===== src/rtl/dmem_arbiter.sv =====
// Shares one single-ported data memory between the core and the I/O requester; 3-cycle access, 2-cycle trap for out-of-range addresses.
// Optional round-robin arbitration via DMEM_ARB_RR_EN (default build: fixed priority, core wins).
module dmem_arbiter (
  input  logic        clk,
  input  logic        reset,
  input  logic        c_req,
  input  logic        c_we,
  input  logic [15:0] c_addr,
  input  logic [15:0] c_din,
  output logic        c_ack,
  output logic        c_err,
  output logic [15:0] c_rdata,
  input  logic        i_req,
  input  logic        i_we,
  input  logic [15:0] i_addr,
  input  logic [15:0] i_din,
  output logic        i_ack,
  output logic        i_err,
  output logic [15:0] i_rdata,
  output logic [15:0] mem_addr,
  output logic [15:0] mem_din,
  output logic        mem_wea,
  input  logic [15:0] mem_douta,
  output logic        busy,
  output logic [7:0]  exc_count
);

  typedef enum logic [1:0] {
    S_IDLE   = 2'd0,
    S_ACCESS = 2'd1,
    S_RESP   = 2'd2
  } state_t;

  state_t      r_state;
  logic        r_io;
  logic        r_err;
  logic        r_c_ack;
  logic        r_c_err;
  logic [15:0] r_c_rdata;
  logic        r_i_ack;
  logic        r_i_err;
  logic [15:0] r_i_rdata;
  logic [15:0] r_mem_addr;
  logic [15:0] r_mem_din;
  logic        r_mem_wea;
  logic [7:0]  r_exc;

  logic        w_any;
  logic        w_pick_io;
  logic [15:0] w_addr;
  logic [15:0] w_din;
  logic        w_we;
  logic        w_oor;

`ifdef DMEM_ARB_RR_EN
  logic        r_last_io;
  // On a tie the requester not granted most recently wins.
  assign w_pick_io = i_req & (~c_req | ~r_last_io);
`else
  assign w_pick_io = i_req & ~c_req;
`endif

  assign w_any  = c_req | i_req;
  assign w_addr = w_pick_io ? i_addr : c_addr;
  assign w_din  = w_pick_io ? i_din  : c_din;
  assign w_we   = w_pick_io ? i_we   : c_we;
  assign w_oor  = |w_addr[15:14];

  always_ff @(posedge clk) begin
    if (reset) begin
      r_state    <= S_IDLE;
      r_io       <= 1'b0;
      r_err      <= 1'b0;
      r_c_ack    <= 1'b0;
      r_c_err    <= 1'b0;
      r_c_rdata  <= 16'h0000;
      r_i_ack    <= 1'b0;
      r_i_err    <= 1'b0;
      r_i_rdata  <= 16'h0000;
      r_mem_addr <= 16'h0000;
      r_mem_din  <= 16'h0000;
      r_mem_wea  <= 1'b0;
      r_exc      <= 8'h00;
`ifdef DMEM_ARB_RR_EN
      r_last_io  <= 1'b1;
`endif
    end else begin
      r_c_ack <= 1'b0;
      r_c_err <= 1'b0;
      r_i_ack <= 1'b0;
      r_i_err <= 1'b0;
      case (r_state)
        S_IDLE: begin
          if (w_any) begin
            r_io <= w_pick_io;
`ifdef DMEM_ARB_RR_EN
            r_last_io <= w_pick_io;
`endif
            if (w_oor) begin
              // Trapped access never touches memory; skip straight to the response.
              r_err   <= 1'b1;
              r_state <= S_RESP;
              if (r_exc != 8'hFF) r_exc <= r_exc + 8'd1;
            end else begin
              r_err      <= 1'b0;
              r_mem_addr <= w_addr;
              r_mem_din  <= w_din;
              r_mem_wea  <= w_we;
              r_state    <= S_ACCESS;
            end
          end
        end
        S_ACCESS: begin
          r_mem_wea <= 1'b0;
          r_state   <= S_RESP;
        end
        S_RESP: begin
          if (r_io) begin
            r_i_ack <= 1'b1;
            r_i_err <= r_err;
            if (!r_err) r_i_rdata <= mem_douta;
          end else begin
            r_c_ack <= 1'b1;
            r_c_err <= r_err;
            if (!r_err) r_c_rdata <= mem_douta;
          end
          r_state <= S_IDLE;
        end
        default: r_state <= S_IDLE;
      endcase
    end
  end

  assign c_ack     = r_c_ack;
  assign c_err     = r_c_err;
  assign c_rdata   = r_c_rdata;
  assign i_ack     = r_i_ack;
  assign i_err     = r_i_err;
  assign i_rdata   = r_i_rdata;
  assign mem_addr  = r_mem_addr;
  assign mem_din   = r_mem_din;
  assign mem_wea   = r_mem_wea;
  assign busy      = (r_state != S_IDLE);
  assign exc_count = r_exc;

endmodule


===== config.mk =====
export PLATFORM = sky130hd
export DESIGN_NAME = dmem_arbiter
export DESIGN_NICKNAME = d
export VERILOG_FILES = /design/src/rtl/dmem_arbiter.sv
export SDC_FILE = /design/constraint.sdc
export NUM_CORES = 1
export LEC_CHECK = 0
export ABC_AREA = 1
export BUFFER_PORTS_ARGS = -buffer_cell sky130_fd_sc_hd__clkbuf_2
export CAP_MARGIN = 30
export CORE_MARGIN = 1.5
export CORE_UTILIZATION = 50
export CTS_CLUSTER_DIAMETER = 60
export DETAILED_ROUTE_END_ITERATION = 8
export PLACE_DENSITY = 0.84
export SYNTH_ARGS = -nofsm -noshare
export SYNTH_HDL_FRONTEND = slang
export SYNTH_SLANG_ARGS = --single-unit

===== constraint.sdc =====
create_clock -name clk -period 1.98 [get_ports clk]
set_clock_uncertainty 0.05 [all_clocks]
set_input_delay 0.099 -clock clk [delete_from_list [all_inputs] [get_ports clk]]
set_output_delay 0.099 -clock clk [all_outputs]
set_load 0.02 [all_outputs]

# Yosys cells after proc, flatten, opt, wreduce, memory -nomap -nowiden
# Index checks and enable logic that the tools add are counted.
word_totals:
  in_bits: 86
  word_cells: 51
  ff_bits: 81
  out_inout_bits: 78
classes:
  reduce_logical: 13
  n_bitwise: 7
  n_eq_ne: 5
  n_addsub: 1
  muxes: 12
ops:
  columns: ["op", "count"]
  rows:
  - ["two-way mux 16 bit", 2]
  - ["AND reduction 3 bit", 4]
  - ["adder 8 x 1 -> 8 bit, second input constant", 1]
  - ["!= test 8 bit, second input constant", 1]
  - ["two-way mux 1 bit", 6]
  - ["OR reduction 3 bit", 2]
  - ["inverter 1 bit", 5]
  - ["two-way mux 2 bit", 2]
  - ["!= test 2 bit, second input constant", 2]
  - ["case mux 2 bit (2 select lines)", 1]
  - ["AND reduction 4 bit", 1]
  - ["nonzero test 2 bit", 2]
  - ["OR reduction 2 bit", 2]
  - ["== test 2 x 1 -> 1 bit, second input constant", 1]
  - ["== test 2 bit, second input constant", 1]
  - ["zero test 2 bit", 1]
  - ["case mux 1 bit (2 select lines)", 1]
  - ["AND reduction 2 bit", 1]
  - ["AND 1 bit", 1]
  - ["bitwise OR 1 bit", 1]

# Logic depth before layout (Yosys ltp)
logic_depth:
  depth_word: 7
  depth_mapped: 9
  ltp_nobuf: 8

# Worst setup path before layout
# Ideal clock, no wire load.
synth_path:
  kind: "register to register"
  startpoint: "reg r_exc[0], in the netlist exc_count[0]"
  endpoint: "reg r_exc[5], in the netlist exc_count[5]"
  path_stages_with_launch: 8
  path_slack_ns: 0.461
  setup_time_ns: 0.070
  required_time_ns: 1.860
  arrival_time_ns: 1.399
  synth_period_minus_slack_ns: 1.519
  path_buffers: 0
  path_cell_list: "dfxtp_1 -> ha_1 -> nand2_1 -> nor2_1 -> nand2_1 -> nand3_1 -> nand2_1 -> a21oi_1"
synth_between:
  elab_chain_cells: 2
  word_cells_on_any_way: 3
  cone_classes: "1 x add/sub; 1 x eq/ne; 1 x reduce/logical"
synth_lines:
  columns: ["item", "line_no", "text"]
  rows:
  - ["start: declaration", "46", "logic [7:0] r_exc;"]
  - ["start signal: assignment", "103", "if (r_exc != 8'hFF) r_exc <= r_exc + 8'd1;"]
  - ["branches (longest 2 deep; another with adder 8 x 1 -> 8 bit)", null, null]
# Several ways; the timed one is not identified.
# A chain may end at the register's enable or synchronous reset.

# Worst setup path in the final report
layout_path:
  startpoint: "reg r_state[1]"
  endpoint: "reg r_mem_din[2], in the netlist mem_din[2]"
layout_between:
  elab_chain_cells: 2
layout_lines:
  columns: ["item", "line_no", "text"]
  rows:
  - ["start: declaration", "34", "state_t r_state;"]
  - ["start signal: assignment", "71", "r_state <= S_IDLE;"]
  - ["start signal: assignment", "102", "r_state <= S_RESP;"]
  - ["start signal: assignment", "109", "r_state <= S_ACCESS;"]
  - ["zero test 2 bit", "92", "case (r_state)"]
  - ["AND reduction 3 bit (no line)", null, null]
  - ["end signal: assignment", "107", "r_mem_din <= w_din;"]
  - ["end: declaration", "44", "logic [15:0] r_mem_din;"]
# No other way between the ends.

==> flow_metrics.env <==
export IMPL_cts_resized=0
export IMPL_viasPerCell=5.117
export IMPL_wl_per_cell_um=13.37
export IMPL_p_sw_mw=1.013
export IMPL_start_kind="flop"
export IMPL_hold_path_class="in -> reg"
export IMPL_die_width_um=85.43
export IMPL_synth_warnings=0
export IMPL_crit_path_end_kind="flop"
export IMPL_pwr_share_clk_pct=33.2
export IMPL_clock_path_buffers=2
export IMPL_ir_drop_mv=0.4904
export IMPL_synthDistinctLibCells=25
export IMPL_fin_nets=782
export IMPL_place_area_sq_um=4233
export IMPL_yosysSeqAreaShare_pct=47.73
export IMPL_cts_tree="done"
export IMPL_clock_sink_count=81
export IMPL_tightestPinTransition_ps=590.2
export IMPL_outcome="finished with violations"
export IMPL_fmax_mhz=609.0
export IMPL_finalCriticalPeriod_ps=1642
export IMPL_grt_max_degree=65
export IMPL_min_from="i_addr[10]"
export IMPL_r2r_end="mem_din[2]"
export IMPL_overflow=0
export IMPL_die_area_sq_um=7297
export IMPL_cts_buffers=9
export IMPL_grt_setup_unrepaired="false"
export IMPL_p_comb_share_pct=17.8
export IMPL_synth_seq_cells=81
export IMPL_final_max_slew_viol_count=0
export IMPL_syn_inst=498
export IMPL_grt_pass1_wl_um=16870
export IMPL_p_leak_nw=2.658
export IMPL_r2r_start="r_state[1]"
export IMPL_insertion_delay_ps=340
export IMPL_drive_gt1_share_pct=27.86
export IMPL_hold_viol_final=0
export IMPL_num_io_pins=164
export IMPL_grt_usage_pct=28.69
export IMPL_placementRows=29
export IMPL_antenna_found_initial=0
export IMPL_final_cell_mix="nand2_1 (192), clkbuf_2 (163), dfxtp_1 (81)"
export IMPL_syn2layout_area_growth_pct=42.76
export IMPL_ant_nets=0
export IMPL_core_area_sq_um=6459
export IMPL_drv_cap=0
export IMPL_intPower_mw=2.588
export IMPL_final_common_cell="nand2_1"
export IMPL_r2r_cells=7
export IMPL_path_clk_slew_ps=80
export IMPL_dp_final_hpwl_um=6469
export IMPL_sequentialPowerShare_pct=49.0
export IMPL_diodes=0
export IMPL_period_share_pct=82.94
export IMPL_cp_max_fo=31
export IMPL_reg2reg_slack_ps=340
export IMPL_route_detailed_drc=8
export IMPL_holdPathEnd="mem_addr[10]"
export IMPL_arrival_ps=1880
export IMPL_routed_wl_um=10390
export IMPL_netlist_area_sq_um=3397
export IMPL_syn_avg_cell_area_sq_um=6.821
export IMPL_finalSetupViolations=0
export IMPL_whs_path_depth=5
export IMPL_drt_iter0_drc=204
export IMPL_cts_root_buf="clkbuf_8"
export IMPL_post_route_cell_area_sq_um=4850
export IMPL_violations="DRC"
export IMPL_maxSlewHeadroom_pct=60.65
export IMPL_syn_nets=585
export IMPL_drtPass1Iterations=7
export IMPL_pwr_density_cell_nw_per_um2=742.5
export IMPL_worst_setup_path_type="reg -> reg"
export IMPL_vias=3976
export IMPL_io_buffers=163
export IMPL_gp_congestion=0.8087
export IMPL_cts_htree_levels=3
export IMPL_die_h_um=85.43
export IMPL_tns_ps=0
export IMPL_swShare_pct=28.13
export IMPL_critPathRequiredTime_ps=2210
export IMPL_grt_pass1_vias=3785
export IMPL_initial_utilization_pct=52.60
-- final cells by class --
type	count	area (sq um)
Multi-Input combinational cell	369	1572
Clock buffer	12	145.1
Fill cell	459	1609
Clock inverter	4	51.30
Inverter	24	90.09
Timing Repair Buffer	210	1274
Tap cell	77	96.34
Sequential cell	81	1622
-- how the worst max path moves through the flow --
| stage | from | end | slack (ps) | cells past startpoint |
|---|---|---|---|---|
| after floorplan | exc_count[0] | exc_count[5] | 460 | 7 |
| after detailed placement | r_state[1] | mem_din[10] | 360 | 7 |
| after CTS | exc_count[0] | exc_count[1] | 350 | 8 |
| after global routing | r_state[1] | mem_din[9] | 160 | 7 |
| after global placement | exc_count[0] | exc_count[5] | 380 | 8 |
| final | r_state[1] | mem_din[2] | 340 | 7 |
-- power by group through the flow --
stage	registers, mW	logic (mW)	clock network [mW]
after detailed placement	1.80	0.547	0
after global placement	1.79	0.536	0
after floorplan	1.88	0.239	0
final	1.77	0.639	1.20
after global routing	1.77	0.695	1.28
after CTS	1.76	0.622	1.21
-- cells in the mapped netlist --
library cell	count	area share [%]
nor3_4	1	0.48
a21oi_1	10	1.5
nand2_2	2	0.37
inv_1	18	2.0
o21ai_0	25	3.7
nor2_1	76	8.4
nand2_1	192	21
nor3_1	2	0.29
nand4_1	3	0.55
nand3b_1	2	0.44
buf_4	4	0.88
nor2_2	3	0.55
clkbuf_1	10	1.1
dfxtp_1	81	48
ha_1	1	0.37
inv_2	6	0.66
nor4_1	1	0.18
buf_1	3	0.33
mux2i_1	1	0.29
o21ai_1	10	1.5
a211oi_1	1	0.22
buf_2	7	1.0
nor2_4	1	0.33
nand3_1	35	5.2
xor2_1	3	0.77
-- state kept, by name, indices dropped and copies added (netlist names) --
name,cells
c_ack,1
c_err,1
c_rdata,16
exc_count,8
i_ack,1
i_err,1
i_rdata,16
mem_addr,16
mem_din,16
mem_wea,1
r_err,1
r_io,1
r_state,2
-- worst max-delay path, cell delays in order (launching register included) --
cell and delay, ps:
dfxtp_1 340, nor2_1 190, inv_1 100, nor2_2 180, nand3_1 140, inv_2 400
nand2_1 110, nand2_1 90
-- cells by family after synthesis --
family | share of synthesized area [%]
fa+ha+maj | 0.3683
flops | 47.73
simple gates | 37.97
mux | 0.2947
xor+xnor | 0.7736
buf+inv | 6.004
compound gates | 6.851
-- metal layers --
layer	vias to the layer above	routed length, um	global-route usage, %
met5	-	0	0
met4	0	323	14.08
met3	30	775	7.101
met2	186	5451	50.97
met1	1809	3839	31.83
li1	1951	-	-
-- timing repair --
item	in CTS	in global routing
hold endpoints to repair	48	0
hold buffers	42	0
buffers inserted	0	0
setup endpoints to repair	0	0
-- through the flow --
stage	total power [mW]	worst slack, ps	utilization [%]	hold slack [ps]	std cells
after floorplan	2.121	460.6	-	125.8	498
after global placement	2.331	383.4	65.54	289.5	719
after detailed placement	2.345	363.8	65.54	299.6	719
after CTS	3.593	353.9	75.09	0.2051	777
after global routing	3.754	159.5	75.09	15.58	777
final	3.601	337.9	75.09	13.30	777
No activity file was read; power rests on OpenSTA's default activity.
